## config.mk

```make
export PLATFORM = sky130hd
export DESIGN_NAME = freq_det
export DESIGN_NICKNAME = d
export VERILOG_FILES = /design/src/rtl/fd_pkg.sv /design/src/rtl/fd_lock_fsm.sv /design/src/rtl/freq_det.sv
export SDC_FILE = /design/constraint.sdc
export NUM_CORES = 1
export LEC_CHECK = 0
export CORE_MARGIN = 10
export CORE_UTILIZATION = 55
export DETAILED_ROUTE_END_ITERATION = 10
export PLACE_DENSITY_LB_ADDON = 0.25
export SLEW_MARGIN = 40
export SYNTH_ARGS = -nofsm -noshare
export SYNTH_HDL_FRONTEND = slang
export SYNTH_HIERARCHICAL = 1
export SYNTH_SLANG_ARGS = --single-unit
```

## constraint.sdc

```tcl
create_clock -name dco_clk -period 3.3 [get_ports dco_clk]
set_input_delay 0.33 -clock dco_clk [delete_from_list [all_inputs] [get_ports dco_clk]]
set_output_delay 0.33 -clock dco_clk [all_outputs]
set_load 0.02 [all_outputs]
```

## src/rtl/fd_pkg.sv

```systemverilog
// Shared types and default widths for the ADPLL frequency detector.
package fd_pkg;

   typedef enum logic [1:0] {
      UNLOCKED = 2'd0,
      TRACK    = 2'd1,
      LOCKED   = 2'd2
   } lock_state_e;

   typedef enum logic {
      WAIT_FIRST = 1'b0,
      MEASURE    = 1'b1
   } meas_state_e;

   localparam int unsigned FD_CNT_W    = 16;
   localparam int unsigned FD_LOCK_TOL = 2;
   localparam int unsigned FD_LOCK_CYC = 8;

endpackage

```

## src/rtl/fd_lock_fsm.sv

```systemverilog
// Lock qualifier: counts consecutive in-tolerance measurements and raises
// lock once LOCK_CYC of them have been seen in a row.
module fd_lock_fsm
   import fd_pkg::*;
#(
   parameter int unsigned CNT_W    = FD_CNT_W,
   parameter int unsigned LOCK_TOL = FD_LOCK_TOL,
   parameter int unsigned LOCK_CYC = FD_LOCK_CYC
) (
   input  logic                    dco_clk,
   input  logic                    rst,
   input  logic                    err_valid,
   input  logic signed [CNT_W:0]   freq_err,
   input  logic                    overflow,
   output logic                    lock
);

   localparam int unsigned        GOOD_W   = $clog2(LOCK_CYC + 1);
   localparam logic [GOOD_W-1:0]  GOOD_TGT = GOOD_W'(LOCK_CYC);
   localparam logic [CNT_W:0]     TOL      = (CNT_W + 1)'(LOCK_TOL);

   // Magnitude of a difference of two unsigned CNT_W values always fits
   // in CNT_W+1 unsigned bits, so the negation cannot wrap here.
   function automatic logic [CNT_W:0] err_mag(input logic signed [CNT_W:0] v);
      logic signed [CNT_W:0] neg;
      neg = -v;
      return v[CNT_W] ? $unsigned(neg) : $unsigned(v);
   endfunction

   lock_state_e        st_q, st_d;
   logic [GOOD_W-1:0]  good_q, good_d;
   logic [GOOD_W-1:0]  good_inc;
   logic               in_tol;
   logic               lock_q;

   assign in_tol   = !overflow && (err_mag(freq_err) <= TOL);
   assign good_inc = good_q + GOOD_W'(1);

   always_comb begin
      st_d   = st_q;
      good_d = good_q;
      if (err_valid) begin
         case (st_q)
            UNLOCKED: begin
               if (in_tol) begin
                  good_d = GOOD_W'(1);
                  st_d   = (LOCK_CYC == 1) ? LOCKED : TRACK;
               end
            end
            TRACK: begin
               if (in_tol) begin
                  good_d = good_inc;
                  if (good_inc == GOOD_TGT) st_d = LOCKED;
               end else begin
                  good_d = '0;
                  st_d   = UNLOCKED;
               end
            end
            LOCKED: begin
               if (!in_tol) begin
                  good_d = '0;
                  st_d   = UNLOCKED;
               end
            end
            default: begin
               good_d = '0;
               st_d   = UNLOCKED;
            end
         endcase
      end
   end

   // Stage p2: lock registered from the next state so it moves together
   // with the state, one cycle after the measurement strobe.
   always_ff @(posedge dco_clk) begin
      if (rst) begin
         st_q   <= UNLOCKED;
         good_q <= '0;
         lock_q <= 1'b0;
      end else begin
         st_q   <= st_d;
         good_q <= good_d;
         lock_q <= (st_d == LOCKED);
      end
   end

   assign lock = lock_q;

endmodule

```

## src/rtl/freq_det.sv

```systemverilog
// ADPLL frequency detector: measures dco_clk cycles between reference
// pulses, reports the signed error against fcw and qualifies lock.
module freq_det
   import fd_pkg::*;
#(
   parameter int unsigned CNT_W    = FD_CNT_W,
   parameter int unsigned LOCK_TOL = FD_LOCK_TOL,
   parameter int unsigned LOCK_CYC = FD_LOCK_CYC
) (
   input  logic                    dco_clk,
   input  logic                    rst,
   input  logic                    ref_clk_pulse,
   input  logic [CNT_W-1:0]        fcw,
   output logic [CNT_W-1:0]        period_cnt,
   output logic signed [CNT_W:0]   freq_err,
   output logic                    err_valid,
   output logic                    overflow,
   output logic                    lock
);

   localparam logic [CNT_W-1:0] CNT_MAX = '1;

   function automatic logic [CNT_W-1:0] sat_inc(input logic [CNT_W-1:0] v);
      return (v == CNT_MAX) ? CNT_MAX : v + CNT_W'(1);
   endfunction

   function automatic logic signed [CNT_W:0] diff_ext(input logic [CNT_W-1:0] a,
                                                      input logic [CNT_W-1:0] b);
      return $signed({1'b0, a}) - $signed({1'b0, b});
   endfunction

   meas_state_e              meas_q, meas_d;
   logic [CNT_W-1:0]         cnt_q, cnt_d;
   logic                     sat_q, sat_d;
   logic                     vld_p0;
   logic [CNT_W-1:0]         period_p0;
   logic signed [CNT_W:0]    err_p0;

   logic                     vld_p1;
   logic [CNT_W-1:0]         period_p1;
   logic signed [CNT_W:0]    err_p1;
   logic                     ovf_p1;

   // The counter holds cycles-since-pulse minus one, so the closing pulse
   // cycle itself is counted by the saturating +1.
   assign period_p0 = sat_inc(cnt_q);
   assign err_p0    = diff_ext(period_p0, fcw);

   always_comb begin
      meas_d = meas_q;
      cnt_d  = cnt_q;
      sat_d  = sat_q;
      vld_p0 = 1'b0;
      case (meas_q)
         WAIT_FIRST: begin
            cnt_d = '0;
            sat_d = 1'b0;
            if (ref_clk_pulse) meas_d = MEASURE;
         end
         MEASURE: begin
            if (ref_clk_pulse) begin
               vld_p0 = 1'b1;
               cnt_d  = '0;
               sat_d  = 1'b0;
            end else begin
               cnt_d = sat_inc(cnt_q);
               sat_d = sat_q | (sat_inc(cnt_q) == CNT_MAX);
            end
         end
         default: begin
            meas_d = WAIT_FIRST;
            cnt_d  = '0;
            sat_d  = 1'b0;
         end
      endcase
   end

   // Stage p1: measurement results latched on the closing pulse and held.
   always_ff @(posedge dco_clk) begin
      if (rst) begin
         meas_q    <= WAIT_FIRST;
         cnt_q     <= '0;
         sat_q     <= 1'b0;
         vld_p1    <= 1'b0;
         period_p1 <= '0;
         err_p1    <= '0;
         ovf_p1    <= 1'b0;
      end else begin
         meas_q <= meas_d;
         cnt_q  <= cnt_d;
         sat_q  <= sat_d;
         vld_p1 <= vld_p0;
         if (vld_p0) begin
            period_p1 <= period_p0;
            err_p1    <= err_p0;
            ovf_p1    <= sat_q;
         end
      end
   end

   assign period_cnt = period_p1;
   assign freq_err   = err_p1;
   assign err_valid  = vld_p1;
   assign overflow   = ovf_p1;

   fd_lock_fsm #(
      .CNT_W    (CNT_W),
      .LOCK_TOL (LOCK_TOL),
      .LOCK_CYC (LOCK_CYC)
   ) u_lock (
      .dco_clk   (dco_clk),
      .rst       (rst),
      .err_valid (vld_p1),
      .freq_err  (err_p1),
      .overflow  (ovf_p1),
      .lock      (lock)
   );

endmodule

```

==> out/summary.txt, run 1 <==
FF-to-FF Start -> cnt_q[1]
Fin. max-slew vios -> 0
Async SR Flop Fraction -> 0
Worst hold start -> period_cnt[14]
Routed WL per cell -> 16.37 um
CP arrival -> 3.49 ns
CTS tree -> done
CP dominant cell by count -> nand3_1
1st-iter DRT viols -> 231
Ports -> 55
Grt ovf -> 0
DR vias -> 3,904
Worst path max stage delay -> 0.45 ns
Chip width -> 103.0 um
Startpoint types -> flip-flop
Leakage -> 0.001915 uW
GPL Wtd Cong -> 0.9589
First-pass GRT wire length -> 17,210 um
# hold bufs at CTS -> 0
Die height -> 103.0 um
Nets -> 597
Max-Cap Viols -> 0
Cell Area, Synth -> 0.003792 mm2
CTS Buffer Depth -> 2
Worst vdd rail ir drop -> 293.9 uV
Router iterations before antenna repair -> 5
Worst Tran Pin Value -> 0.7135 ns
Core box area -> 0.006756 mm2
Pin count of the biggest net entering global routing -> 44
Top FF cell, synth -> dfxtp_1
Worst hold slack -> 0.4573 ns
Post-synth EDFFs -> 0
Setup-failing EPs final -> 0
Port Buffers -> 54
Max Fclk -> 312.3 MHz
Vias in the first global route -> 3,696
Status -> completed
Synthesized Nets -> 530
Final antenna diode count -> 0
Synth Warn # -> 6
Crit path max-delay family -> compound AO/OA/AOI/OAI gates
Deepest level of the CTS H-tree -> 3
P&R area growth vs syn -> 26.20%
Initial Utilization -> 0.5613
Cts bufs inserted -> 9
Distinct cells, synth -> 66
DP Wirelength -> 7755 um
Clock Pin Slew Worst Setup and Hold Paths -> 0.07 ns
Num rows -> 30
DRC Markers -> 0
Pwr Density -> 378.8 mW/mm2
Worst EP required -> 3.59 ns
Antenna violations before repair -> 0
Relative slew slack -> 0.5230
Slowest cell on the critical path -> a2111o_1
Setup Buffers After CTS -> 0
Gr usage total -> 0.2009
#FFs+latches synth -> 60
Post-route design area -> 0.004786 mm2
Share of cells above drive strength 1 -> 0.1030
Via density -> 6.072
Cells after synthesis -> 491
Mean Syn Cell Area -> 7.724 um2
Wirelength, routed -> 10,530 um
Crit. End Element -> flip-flop
Worst Hold Class -> flip-flop to flip-flop
Period utilization -> 0.9705
Final Hold Fails -> 0
Crit path cell chain -> ha_2 > nand2_2 > nor4_4 > nand3_1 > and2_1 > ha_1 > inv_1 > fa_2 > a211oi_2 > o21a_1 > o21ai_2 > o21ai_0 > a2111o_1 > nand3_1
Register area share after synthesis -> 0.3167
Clock skew -> 0.008651 ns
CP Class -> flip-flop to flip-flop
Placed cell areas -> 0.004514 mm2
CP Buf/Inv Count -> 1
Detail Route Antenna Nets -> 0
CTS root buf -> clkbuf_8
Worst Setup SP -> cnt_q[1]
CTS sink count -> 60
Fin crit period -> 3.203 ns
Crit path max fanout -> 4
Clk Latency, worst-skew pair -> 0.35 ns
Die footprint -> 0.01062 mm2
[stage by stage]
step / power, uW / TNS [ns] / utilization / instances / setup slack, ns
global placement: 1101 / 0 / 0.6681 / 627 / 0.1695
floorplan: 989.5 / 0 / - / 491 / 0.2402
detailed placement: 1108 / -0.05175 / 0.6681 / 627 / -0.05175
finish: 1813 / 0 / 0.7083 / 643 / 0.09749
CTS: 1819 / 0 / 0.7030 / 643 / 0.01947
global route: 1882 / -0.001339 / 0.7083 / 643 / -0.0006908
[report_power, final]
part           leakage (uW)  internal, uW  total, uW  switching (uW)
Sequential         0.000489           746        776            30.2
Combinational       0.00131           150        319             170
Clock              0.000112           430        717             288
[final timing paths]
path / endpoint / depth (start not counted) / slack (ns)
hold / removal: period_cnt[14] / 2 / 0.46
setup / recovery: freq_err[12] / 14 / 0.1
setup reg to reg: freq_err[12] / 14 / 0.1
hold reg to reg: period_cnt[14] / 2 / 0.46
[cell families (layout without fill, tap and decap cells)]
group / Yosys count / in the layout / synth area share
muxes: 8 / 8 / 0.02145
and+or+nand+nor: 197 / 197 / 0.2748
DFF: 60 / 60 / 0.3167
xor gates and xnor gates: 15 / 15 / 0.03464
adders and majority gates: 20 / 20 / 0.06797
buffers and inverters: 65 / 137 / 0.06466
AOI/OAI and AO/OA: 126 / 126 / 0.2197
[cells in the final DEF (no fill, tap or decap), drive strengths merged, types with 3 or more instances in the layout]
| cell | synthesis | final |
|---|---|---|
| nor4b | 3 | 3 |
| clkbuf | 13 | 13 |
| or4 | 3 | 3 |
| or3 | 5 | 5 |
| a21oi | 37 | 37 |
| o32ai | 3 | 3 |
| o211ai | 4 | 4 |
| nand4 | 9 | 9 |
| nor3 | 15 | 15 |
| nor2b | 6 | 6 |
| dfxtp | 60 | 60 |
| xor2 | 3 | 3 |
| inv | 46 | 46 |
| a21o | 5 | 5 |
| and2 | 4 | 4 |
| buf | 5 | 20 |
| nand3 | 18 | 18 |
| nor4 | 9 | 9 |
| xnor2 | 12 | 12 |
| o21bai | 3 | 3 |
| a211oi | 19 | 19 |
| a31oi | 8 | 8 |
| o21a | 6 | 6 |
| nand3b | 4 | 4 |
| o21ai | 18 | 18 |
| nor2 | 70 | 70 |
| and3 | 8 | 8 |
| ha | 19 | 19 |
| nand2 | 32 | 32 |
| clkdlybuf4s50 | 0 | 54 |
| mux2i | 7 | 7 |
[cell usage after synthesis, types with 12 or more instances]
| master | count | share of area |
|---|---|---|
| nor2_1 | 70 | 0.069 |
| dfxtp_1 | 60 | 0.32 |
| inv_1 | 46 | 0.046 |
| a21oi_1 | 37 | 0.049 |
| nand2_1 | 31 | 0.031 |
| a211oi_1 | 19 | 0.038 |
| ha_1 | 19 | 0.063 |
| o21ai_0 | 18 | 0.024 |
| nand3_1 | 16 | 0.021 |
| nor3_1 | 14 | 0.018 |
| clkbuf_1 | 13 | 0.013 |
| xnor2_1 | 12 | 0.028 |
[area by class of cell]
class,count,area [um2]
multi-input combinational,366,2392
fill,527,1971
sequential,60,1205
clock inverter,3,42.54
clock buffer,13,178.9
timing repair buffer,74,690.7
inverter,47,176.4
tap,80,100.1
[worst reg2reg max path: stages, from the launching register on]
cell and delay [ns]:
dfxtp_1 0.38, ha_2 0.24, nand2_2 0.11, nor4_4 0.32, nand3_1 0.19, and2_1 0.23, ha_1 0.20, inv_1 0.08
fa_2 0.24, a211oi_2 0.10, o21a_1 0.21, o21ai_2 0.19, o21ai_0 0.15, a2111o_1 0.45, nand3_1 0.07
[sequential cells by signal, indices dropped and copies added, names as in the netlist]
| signal | cells |
|---|---|
| meas_q | 1 |
| u_lock/st_q | 2 |
| period_cnt | 16 |
| freq_err | 17 |
| u_lock/good_q | 4 |
| cnt_q | 16 |
| u_lock/lock | 1 |
| sat_q | 1 |
| overflow | 1 |
| err_valid | 1 |
[what timing repair did]
action	in CTS	in global routing
pin swaps	0	2
gates resized for setup	3	12
endpoints found under the setup margin	5	11
[layer usage]
layer / GRT usage / vias to the layer above / part of all wire
li1: - / 1904 / -
met1: 0.2299 / 1835 / 0.42
met2: 0.3432 / 138 / 0.49
met3: 0.05496 / 27 / 0.067
met4: 0.08556 / 0 / 0.023
met5: 0 / - / 0
Note: power is estimated with default switching activity, not from simulation.
==> inputs of run 2 (changes only) <==
--- a/config.mk
+++ b/config.mk
@@ -7,10 +7,10 @@
 export LEC_CHECK = 0
 export CORE_MARGIN = 10
 export CORE_UTILIZATION = 55
+export CTS_CLUSTER_SIZE = 28
 export DETAILED_ROUTE_END_ITERATION = 10
 export PLACE_DENSITY_LB_ADDON = 0.25
 export SLEW_MARGIN = 40
 export SYNTH_ARGS = -nofsm -noshare
 export SYNTH_HDL_FRONTEND = slang
-export SYNTH_HIERARCHICAL = 1
 export SYNTH_SLANG_ARGS = --single-unit
==> run 2 against run 1 <==
  * Setup slack better by 0.0071 ns
  * Sequential power hardly changed
  * Critical path type unchanged
  * Via count is 7.8% lower
  * Count of clock-buffer cells in the layout is 4 lower
  * Non-clock buffer count stayed put
  * Largest power group unchanged
  * Critical path depth is 2 higher
  * Maximum frequency is 0.22% higher
  * Flip-flop and latch count stayed put
==> out/summary.txt, run 2 <==
Distinct cells, synth -> 60 (-9.1%)
Crit path max fanout -> 5 (+1)
Worst EP required -> 3.54 ns (-0.05 ns)
P&R area growth vs syn -> 26.65%
Grt ovf -> 0 (unchanged)
Top FF cell, synth -> dfxtp_1
Metal1 wirelength -> 4398 um (-0.20%)
Router iterations before antenna repair -> 6 (+1)
Multi-input gate area -> 0.002357 mm2 (-1.5%)
Cts bufs inserted -> 9 (unchanged)
Most common cell in the netlist -> dfxtp_1
Detail Route Antenna Nets -> 0 (unchanged)
Crit. End Element -> flip-flop
Cell Area, Synth -> 0.003724 mm2 (-1.8%)
Crit path max-delay family -> simple AND/OR/NAND/NOR gates
Cells after synthesis -> 484 (-1.4%)
Reg2reg path depth -> 16 (+2)
Initial Utilization -> 0.5765 (+0.01522)
Gr usage total -> 0.1857 (-0.01520)
DP Wirelength -> 7387 um (-4.7%)
Num rows -> 29 (-3.3%)
Clk Latency, worst-skew pair -> 0.34 ns (about the same)
Worst reg2reg setup slack -> 0.10 ns (about the same)
CP Buf/Inv Count -> 1 (unchanged)
Hold endpoint -> overflow
Number of fillers in the final layout -> 497 (-5.7%)
Pwr Density -> 376.2 mW/mm2 (-0.67%)
Commonest cells post-synth -> dfxtp_1 (60), nor2_1 (57), nand2_1 (48)
GPL Wtd Cong -> 0.9298 (-3.0%)
Storage element area -> 0.001207 mm2 (+0.21%)
WL met2 -> 4928 um (-4.7%)
#FFs+latches synth -> 60 (unchanged)
CTS root buf -> clkbuf_8
Deepest level of the CTS H-tree -> 3 (unchanged)
Status -> completed
Util after Layout -> 0.7301 (+0.02181)
Synth top area cells -> dfxtp_1 (32%), ha_1 (6.7%), a21oi_1 (5.9%)
Final Hold Fails -> 0 (unchanged)
CP arrival -> 3.44 ns (-0.05 ns)
Setup-failing EPs final -> 0 (unchanged)
Top cell type by total area after synthesis -> dfxtp_1
Wirelength, routed -> 10,060 um (-4.4%)
1st-iter DRT viols -> 187 (-19%)
Port Buffers -> 54 (unchanged)
CP Class -> flip-flop to flip-flop
Async SR Flop Fraction -> 0 (unchanged)
Clock Pin Slew Worst Setup and Hold Paths -> 0.07 ns (about the same)
Worst Hold Class -> flip-flop to flip-flop
Worst path max stage delay -> 0.44 ns (about the same)
Die height -> 102.3 um (-0.73%)
Placed cell areas -> 0.004385 mm2 (-2.9%)
Chip width -> 102.3 um (-0.73%)
Core box area -> 0.006459 mm2 (-4.4%)
# hold bufs at CTS -> 0 (unchanged)
Worst hold start -> sat_q
Slowest cell on the critical path -> or3_4
FF-to-FF End -> freq_err[14]
Share of cells above drive strength 1 -> 0.1555 (+0.05250)
Tot Pwr -> 1774 uW (-2.1%)
DR vias -> 3,599 (-7.8%)
WHS Path Cells -> 2 (unchanged)
Post-route design area -> 0.004716 mm2 (-1.5%)
CTS tree -> done
Synthesized Nets -> 524 (-1.1%)
Max Fclk -> 313.0 MHz (+0.22%)
Period utilization -> 0.9683 (-0.002166)
Yosys top cell area share -> 0.3226 (+0.005853)
Worst Setup SP -> cnt_q[7]
FF-to-FF Start -> cnt_q[7]
Via density -> 5.713 (-5.9%)
CTS sink count -> 60 (unchanged)
Mean Syn Cell Area -> 7.693 um2 (-0.39%)
DR top layer -> met4
Leakage -> 0.001885 uW (-1.6%)
Relative slew slack -> 0.5644 (+0.04141)
Clock skew -> 0.01063 ns (+0.001983 ns)
Worst vdd rail ir drop -> 279.6 uV (-4.9%)
Fin. max-slew vios -> 0 (unchanged)
Final antenna diode count -> 0 (unchanged)
Pin count of the biggest net entering global routing -> 44 (unchanged)
CTS Buffer Depth -> 2 (unchanged)
Met3 WL -> 518 um (-27%)
Worst Tran Pin Value -> 0.6524 ns (-0.06101 ns)
First-pass GRT wire length -> 15,830 um (-8.0%)
Most frequent cells in the layout -> nor2_1 (55), dfxtp_1 (55), clkdlybuf4s50_1 (54)
Max-Cap Viols -> 0 (unchanged)
Antenna violations before repair -> 0 (unchanged)
Crit path cell chain -> and4_4 > nand4_1 > or3_4 > and2_4 > ha_4 > inv_2 > fa_2 > a21o_1 > a21oi_2 > o21bai_1 > a21oi_2 > o211a_1 > nor2_2 > a31oi_2 > xnor2_1 > o31ai_1
Ports -> 55 (unchanged)
Vias in the first global route -> 3,372 (-8.8%)
Routed WL per cell -> 15.97 um (-2.4%)
Die footprint -> 0.01046 mm2 (-1.5%)
Register area share after synthesis -> 0.3226 (+0.005853)
CP dominant cell by count -> a21oi_2
Post-synth EDFFs -> 0 (unchanged)
Max reg flops -> 17 (unchanged)
RSZ-0062 raised after global routing -> true
DRC Markers -> 0 (unchanged)
Synth Warn # -> 0 (-6)
Nets -> 588 (-1.5%)
Startpoint types -> flip-flop
Fin crit period -> 3.195 ns (-0.007149 ns)
-- run 2: per-stage QoR --
step	setup slack [ns]	cells	setup TNS, ns	hold slack (ns)
after global routing	-0.06489	630	-0.1034	0.4785
after floorplan	0.05321	484	0	0.4319
after detailed placement	-0.00006484	612	-0.00006484	0.4458
after global placement	0.08686	612	0	0.4460
final	0.1046	630	0	0.4558
after CTS	0.007988	628	0	0.4514
-- run 2: kinds of logic (layout without fill, tap and decap cells) --
group,after synthesis,after routing,share of synthesized area
multiplexers,4,4,0.01109
flip-flops,60,60,0.3226
AND/OR/NAND/NOR,200,200,0.2739
adder cells (fa/ha/maj),21,21,0.07258
buffers and inverters,65,134,0.07560
AO/OA/AOI/OAI,109,109,0.1855
XOR/XNOR,25,25,0.05880
-- run 2: worst max path at each step --
stage	endpoint	slack (ns)	depth (start not counted)
6_report	freq_err[14]	0.10	16
5_1_grt	freq_err[13]	-0.06	16
4_1_cts	freq_err[14]	0.008	16
3_5_place_dp	freq_err[9]	-0.00006	16
3_3_place_gp	freq_err[14]	0.09	16
2_1_floorplan	freq_err[14]	0.05	17
-- run 2: worst reg2reg max path: cells and delay by family, from the launching register on --
kind,cells,cell delay (ns)
buffers and inverters,1,0.05
flip-flops,1,0.34
AND/OR/NAND/NOR,5,1.11
XOR/XNOR,1,0.14
adder cells (fa/ha/maj),2,0.36
AO/OA/AOI/OAI,7,1.10
-- run 2: final cells by class --
| class | count | share of cell area |
|---|---|---|
| repair buffers | 74 | 0.1465 |
| clock buffers | 9 | 0.02627 |
| inverters | 44 | 0.03502 |
| flip-flops and latches | 60 | 0.2560 |
| clock inverters | 7 | 0.01592 |
| multi-input cells | 359 | 0.4999 |
| well taps | 77 | 0.02043 |
-- run 2: timing repair --
action,in CTS,in global routing
setup endpoints to repair,2,9
resized for setup,4,31
pin swaps,1,14
buffers inserted,0,2
-- run 2: power breakdown --
part           total [uW]  switching (uW)  internal [uW]
sequential            778            31.4            747
clock                 662             312            351
combinational         334             177            157
-- run 2: per-layer routing --
layer / vias to the layer above / global-route usage
met3: 24 / 0.03171
li1: 1796 / -
met5: - / 0
met1: 1670 / 0.2291
met4: 0 / 0.07267
met2: 109 / 0.3151
==> inputs of run 3 (changes only) <==
--- a/config.mk
+++ b/config.mk
@@ -7,7 +7,6 @@
 export LEC_CHECK = 0
 export CORE_MARGIN = 10
 export CORE_UTILIZATION = 55
-export CTS_CLUSTER_SIZE = 28
 export DETAILED_ROUTE_END_ITERATION = 10
 export PLACE_DENSITY_LB_ADDON = 0.25
 export SLEW_MARGIN = 40
==> results of run 3 <==
Final layout, timing and power as in run 2 (identical DEF).
